===== src/rtl/count_ctrl_3bit_if.sv =====
// Control/status bundle for count_ctrl_3bit.
// The dir signal exists only when COUNT_DOWN_EN is defined.
interface count_ctrl_3bit_if;
    logic       start;
    logic       stop;
    logic       mode_cont;
    logic [2:0] limit;
`ifdef COUNT_DOWN_EN
    logic       dir;
`endif
    logic [2:0] q;
    logic       busy;
    logic       done;

    modport master (
        output start, stop, mode_cont, limit,
`ifdef COUNT_DOWN_EN
        output dir,
`endif
        input  q, busy, done
    );

    modport slave (
        input  start, stop, mode_cont, limit,
`ifdef COUNT_DOWN_EN
        input  dir,
`endif
        output q, busy, done
    );
endinterface


===== src/rtl/count_ctrl_3bit.sv =====
// 3-bit run/hold/done counter controller with one-shot or wrapping runs.
// Optional down-counting is enabled by defining COUNT_DOWN_EN.
module count_ctrl_3bit (
    input  logic              clk,
    input  logic              reset,
    count_ctrl_3bit_if.slave  bus
);
    typedef enum logic [1:0] {IDLE, RUN, HOLD, DONE} state_t;

    state_t     state_q;
    logic [2:0] q_q;
    logic [2:0] limit_q;
    logic       mode_q;
    logic       busy_q;
    logic       done_q;

    logic       down_d;
    logic       go_d;
    logic       at_term_d;
    logic [2:0] step_d;
    logic [2:0] reload_d;
    logic [2:0] load_d;

`ifdef COUNT_DOWN_EN
    logic       dir_q;
    assign down_d = dir_q;
    assign load_d = bus.dir ? bus.limit : 3'd0;
`else
    assign down_d = 1'b0;
    assign load_d = 3'd0;
`endif

    // Terminal value is limit when counting up, zero when counting down.
    always_comb begin
        go_d      = bus.start & ~bus.stop;
        at_term_d = down_d ? (q_q == 3'd0) : (q_q == limit_q);
        step_d    = down_d ? (q_q - 3'd1) : (q_q + 3'd1);
        reload_d  = down_d ? limit_q : 3'd0;
    end

    always_ff @(posedge clk or negedge reset) begin
        if (!reset) begin
            state_q <= IDLE;
            q_q     <= 3'd0;
            limit_q <= 3'd0;
            mode_q  <= 1'b0;
            busy_q  <= 1'b0;
            done_q  <= 1'b0;
`ifdef COUNT_DOWN_EN
            dir_q   <= 1'b0;
`endif
        end else begin
            done_q <= 1'b0;
            unique case (state_q)
                IDLE, DONE: begin
                    if (go_d) begin
                        limit_q <= bus.limit;
                        mode_q  <= bus.mode_cont;
`ifdef COUNT_DOWN_EN
                        dir_q   <= bus.dir;
`endif
                        q_q     <= load_d;
                        busy_q  <= 1'b1;
                        state_q <= RUN;
                    end
                end
                RUN: begin
                    if (bus.stop) begin
                        state_q <= HOLD;
                    end else if (at_term_d) begin
                        done_q <= 1'b1;
                        if (mode_q) begin
                            q_q <= reload_d;
                        end else begin
                            busy_q  <= 1'b0;
                            state_q <= DONE;
                        end
                    end else begin
                        q_q <= step_d;
                    end
                end
                HOLD: begin
                    // A second stop abandons the run without a done pulse.
                    if (bus.stop) begin
                        q_q     <= 3'd0;
                        busy_q  <= 1'b0;
                        state_q <= IDLE;
                    end else if (bus.start) begin
                        state_q <= RUN;
                    end
                end
                default: state_q <= IDLE;
            endcase
        end
    end

    assign bus.q    = q_q;
    assign bus.busy = busy_q;
    assign bus.done = done_q;
endmodule

===== src/flat_wrapper.sv =====
// flat-port wrapper written by rule: the top's interface ports become plain ports
module count_ctrl_3bit_flat 
  (clk, reset, bus_start, bus_stop, bus_mode_cont, bus_limit, bus_q, bus_busy, bus_done);
  count_ctrl_3bit_if bus_i ();
  input  logic clk;
  input  logic reset;
  input wire logic [$bits(bus_i.start)-1:0] bus_start;
  input wire logic [$bits(bus_i.stop)-1:0] bus_stop;
  input wire logic [$bits(bus_i.mode_cont)-1:0] bus_mode_cont;
  input wire logic [$bits(bus_i.limit)-1:0] bus_limit;
  output wire logic [$bits(bus_i.q)-1:0] bus_q;
  output wire logic [$bits(bus_i.busy)-1:0] bus_busy;
  output wire logic [$bits(bus_i.done)-1:0] bus_done;
  assign bus_i.start = bus_start;
  assign bus_i.stop = bus_stop;
  assign bus_i.mode_cont = bus_mode_cont;
  assign bus_i.limit = bus_limit;
  assign bus_q = bus_i.q;
  assign bus_busy = bus_i.busy;
  assign bus_done = bus_i.done;
  count_ctrl_3bit u_core (.clk(clk), .reset(reset), .bus(bus_i));
endmodule

===== config.mk =====
export PLATFORM = sky130hd
export DESIGN_NAME = count_ctrl_3bit_flat
export DESIGN_NICKNAME = d
export VERILOG_FILES = /design/src/rtl/count_ctrl_3bit_if.sv /design/src/rtl/count_ctrl_3bit.sv /design/src/flat_wrapper.sv
export SDC_FILE = /design/constraint.sdc
export NUM_CORES = 1
export LEC_CHECK = 0
export CAP_MARGIN = 40
export CORE_MARGIN = 3
export CORE_UTILIZATION = 43
export DETAILED_ROUTE_END_ITERATION = 12
export GPL_TIMING_DRIVEN = 0
export PLACE_DENSITY = 0.75
export SLEW_MARGIN = 10
export SYNTH_ARGS = -nofsm -noshare
export SYNTH_HDL_FRONTEND = slang
export SYNTH_SLANG_ARGS = --single-unit

===== constraint.sdc =====
create_clock -name clk -period 1.8 [get_ports clk]
set_clock_uncertainty 0.15 [all_clocks]
set_input_delay 0.18 -clock clk [delete_from_list [all_inputs] [get_ports clk]]
set_output_delay 0.18 -clock clk [all_outputs]
set_load 0.1 [all_outputs]

# After elaboration in Yosys (flattened, before gate mapping)
# Cells that the tools add are included.
# totals
regBits	11
output_inout_bits	5
elab_cells	50
# op_classes
addsub	1
n_eq_ne	13
n_mux	22
bitwise_logic	2
reduce_logical	6
# op_table
operator	count
$mux 3	5
$mux 2	6
$pmux 3 s3	1
$mux 1	8
$reduce_and 4->1	2
$ne 2x2->1 const B	3
$ne 3x2->1 const B	2
$ne 3x3->1 const B	2
$pmux 2 s3	1
$reduce_and 5->1	1
$eq 2x2->1 const B	2
$ne 2x1->1 const B	2
$add 3x1->3 const B	1
$eq 3x3->1	1
$pmux 1 s3	1
$eq 2x1->1 const B	1
$logic_not 2->1	1
$reduce_and 2->1	1
$reduce_or 2->1	1
$and 1x1->1	1
$not 1->1	1

# Depth between registers and ports, before layout
# logic_depth
depth_word	4
ltp_mapped	6
ltp_nobuf	6

# Least setup slack after synthesis
# Ideal clock, no wire load.
# synth_timing
path_type	reg-to-reg
startpoint	register u_core.q_q[0] (netlist: u_core.bus.q[0])
endpoint	register u_core.busy_q (netlist: u_core.bus.busy)
setup_ns	0.128
arrival_time_ns	1.926
required_ns	1.522
path_slack_ns	-0.404
path_stages_with_launch	5
n_path_buf	0
period_less_slack_ns	2.204
cell_sequence	dfrtp_1 -> xnor2_1 -> nand4b_1 -> a21oi_1 -> mux2_1
# synth_between
elab_chain_cells	3
# synth_lines
item	line	rtl
from (decl)	count_ctrl_3bit.sv:11	logic [2:0] q_q;
from (signal assigned)	count_ctrl_3bit.sv:62	q_q <= load_d;
from (signal assigned)	count_ctrl_3bit.sv:73	q_q <= reload_d;
from (signal assigned)	count_ctrl_3bit.sv:79	q_q <= step_d;
$eq 3x3->1	count_ctrl_3bit.sv:36	at_term_d = down_d ? (q_q == 3'd0) : (q_q == limit_q);
$ne 2x1->1 (no line)	-	
$reduce_and 5->1 (no line)	-	
to (signal assigned)	count_ctrl_3bit.sv:47	busy_q <= 1'b0;
to (signal assigned)	count_ctrl_3bit.sv:63	busy_q <= 1'b1;
to (signal assigned)	count_ctrl_3bit.sv:75	busy_q <= 1'b0;
to (decl)	count_ctrl_3bit.sv:14	logic busy_q;
# No other way between the ends.
# A chain may end at the register's enable or synchronous reset.

# Worst setup path in the final report
# layout_timing
startpoint	register u_core.q_q[2] (netlist: u_core.bus.q[2])
endpoint	register u_core.busy_q (netlist: u_core.bus.busy)
# The elaborated chain is that of the path after synthesis.

==> metrics <==
run status completed; die width ~45 um; Post-Synth XOR/XNOR Area 0.04102; vias ~550; post-synthesis async set-or-reset flop share 1.000; maximum capacitance violations 0; combined global-route utilization of all metal layers 0.1609; pre-CTS setup slack -0.1016 ns; Top Metal Used met4; buffers added on ports 11; CP Data Required Time between 1.5 and 2 ns; initial cell density of the core 0.4745; number of antenna violations at the first check in global routing 0; final setup violating endpoints 0; Crit path max-delay family flip-flops; number of warnings printed during yosys synthesis 0; worst setup margin about 0.046 ns; wire length of the first global-routing pass approximately 2200 um; clk sink count 11; routed wire length on met2 710 um; DRC 0; worst min-delay path category in -> reg; number of enable flip-flop cells after synthesis 0; M1 wire length 628 um; initial detailed-routing violation count 4; Wirelength per Cell 14.51 um; Synthesized Nets 72; number of antenna-violating nets in the routed design 0; largest net degree at the start of global routing 12; number of placed instances, taps included between 90 and 100; Worst Setup Start Kind flop; main flop type after synthesis sky130_fd_sc_hd__dfrtp_1; post-synthesis share of cell area spent on and, or, nand and nor gates 0.2207; via count normalized by instance count around 5.6; floorplan die area approximately 0.002 mm2; top cell type's share of synthesized area 0.4297; total non-filler cell area in the finished layout approximately 0.0010 mm2; HPWL Detailed about 920 um; leakage power total 0.4573 nW; transition at the pin with the smallest max-transition slack 0.4938 ns; average footprint of a synthesized cell around 11 um2; power density over the cells just over 2000 mW/mm2; compound-cell area share of the yosys netlist 0.1152; max frequency 0.5700 GHz; number of endpoints with negative hold slack in the final report 0; arithmetic-cell share of the synthesized area counting full adders, half adders and majority gates 0.05859; placement row count 13; vias in the first global route between 500 and 600; Total Power just over 2 mW; total iterations of the first detailed-routing run 4; cells taking the most area after synthesis sky130_fd_sc_hd__dfrtp_1, sky130_fd_sc_hd__mux2_2, sky130_fd_sc_hd__ha_1; arrival time at the worst endpoint around 1.8 ns; gate count after technology mapping slightly above 60; synthesized area approximately 640 um2; Total Routed Length between 1000 and 1500 um; Worst path slowest cell sky130_fd_sc_hd__dfrtp_4; distinct cell type count after synthesis 30; buffer depth of the longest clock path 2; period utilisation layout 0.9746; IO Pins 13; list of cells traversed by the critical path xnor2_4 > nand4b_1 > a21oi_2 > mux2_1; worst rel slew slack 0.6697; flip-flop and latch count after synthesis 11; area leader, netlist sky130_fd_sc_hd__dfrtp_1; Routability Congestion roughly 0.75; H-tree level count 1; share of post-route cells with drive strength above 1 0.3929; path type of the worst setup path reg -> reg; TritonCTS Buffers 3; number of pins exceeding their max-slew limit in the final report 0; kind of end point of the critical path flop; final net count 96; CP max FO 6; clock root buffer sky130_fd_sc_hd__clkbuf_4; instance area after placement 878.3 um2; Worst Path Buf+Inv 0; RSZ-0062 raised after global routing yes; combinational family with the most area after synthesis simple AND/OR/NAND/NOR gates; placeable core region roughly 0.0014 mm2; detailed-routed wire length on met3 a little over 60 um; Synth-to-Final Area Change 59.18%; total congestion overflow 0; ant diodes 0; Final Critical Period 1.754 ns; peak ir drop on the vdd network approximately 1.6 mV; critical path's largest stage delay between 0.5 and 0.6 ns; clock tree from TritonCTS done; Final Instance Count excl. Fillers 99; clock latency on the worst-skew pair about 0.27 ns; share of synthesized area spent on multiplexers 0.1035; sequential-to-total area share from yosys stat 0.4297; clock transition time at the flip-flop clock pins of the worst setup and hold paths around 0.07 ns; Chip Height between 40 and 50 um
## final timing paths
| check | cells past startpoint | start | slack, ns | end |
|---|---|---|---|---|
| max in group asynchronous | 1 | reset | 1.04 | u_core.bus.q[0] |
| setup reg to reg | 4 | u_core.bus.q[2] | 0.05 | u_core.bus.busy |
| hold / removal | 2 | bus_stop | 0.04 | u_core.bus.done |
| min in group asynchronous | 1 | reset | 0.09 | u_core.bus.q[2] |
| hold reg to reg | 1 | u_core.bus.busy | 0.35 | u_core.bus.busy |
| setup / recovery | 4 | u_core.bus.q[2] | 0.05 | u_core.bus.busy |
## final cells by class
class,instances,area (um2)
Sequential cell,11,287.8
Buffer,2,10.01
Timing Repair Buffer,19,230.2
Tap cell,15,18.77
Inverter,3,11.26
Multi-Input combinational cell,45,435.4
Fill cell,82,330.3
Clock buffer,4,26.28
## cell usage after synthesis, types with 2 or more instances
master,n
sky130_fd_sc_hd__mux2_2,4
sky130_fd_sc_hd__dfrtp_1,11
sky130_fd_sc_hd__ha_1,3
sky130_fd_sc_hd__nand2_1,4
sky130_fd_sc_hd__nand3_1,2
sky130_fd_sc_hd__inv_1,3
sky130_fd_sc_hd__a21oi_1,2
sky130_fd_sc_hd__nor2b_1,2
sky130_fd_sc_hd__nor2_1,4
sky130_fd_sc_hd__nand4b_1,3
sky130_fd_sc_hd__xnor2_1,3
sky130_fd_sc_hd__nor3b_1,2
## stage by stage
| stage | util | hold WS (ns) | setup TNS (ns) |
|---|---|---|---|
| after floorplan | - | -0.2656 | 0 |
| after global routing | 0.7553 | 0.04885 | -0.003521 |
| after global placement | 0.5950 | 0.3038 | -0.4110 |
| final | 0.7553 | 0.03641 | 0 |
| after CTS | 0.7006 | 0.02251 | 0 |
| after detailed placement | 0.6506 | 0.3072 | -0.1667 |
## power by group
| part | internal [mW] | switching (mW) | total (mW) | leakage (nW) |
|---|---|---|---|---|
| clock network | 0.0859 | 0.0858 | 0.172 | 0.0150 |
| registers | 0.372 | 0.144 | 0.516 | 0.132 |
| logic | 0.673 | 0.716 | 1.39 | 0.310 |
| total | 1.13 | 0.946 | 2.08 | 0.457 |
## state kept, by name, summed over array words and instances (netlist names)
signal,count
u_core.bus.q,3
u_core.bus.busy,1
u_core.limit_q,3
u_core.bus.done,1
u_core.mode_q,1
u_core.state_q,2
## kinds of logic (layout without fill, tap and decap cells)
kind of cell               Yosys count  after routing
xor gates and xnor gates             3              3
DFF                                 11             11
adders and majority gates            3              3
buffers and inverters                5             28
muxes                                6              6
and+or+nand+nor                     23             23
AOI/OAI and AO/OA                   10             10
## layout by cell type (no fill, tap or decap), drive strengths merged, types with 2 or more instances in the layout
cell type | netlist | final
dlymetal6s2s | 0 | 3
dfrtp | 11 | 11
clkbuf | 1 | 5
nor2b | 2 | 2
nand2 | 4 | 4
a21oi | 3 | 3
nor3b | 2 | 2
nand3 | 2 | 2
inv | 3 | 3
ha | 3 | 3
nand4b | 3 | 3
nor2 | 4 | 4
clkdlybuf4s50 | 0 | 8
mux2 | 5 | 5
xnor2 | 3 | 3
buf | 1 | 9
## layer usage
| metal | GRT usage | vias to the layer above |
|---|---|---|
| met1 | 0.1990 | 262 |
| met2 | 0.2550 | 15 |
| met5 | 0 | - |
| met3 | 0.02439 | 5 |
| li1 | - | 269 |
| met4 | 0.1084 | 0 |
## what timing repair did
action                     in CTS  in global routing
resized for setup               8                 11
buffers inserted                0                  3
hold buffers                    0                  0
setup endpoints to repair       4                  7
pin swaps                       2                  4
Power figures use the tool's default switching activity.
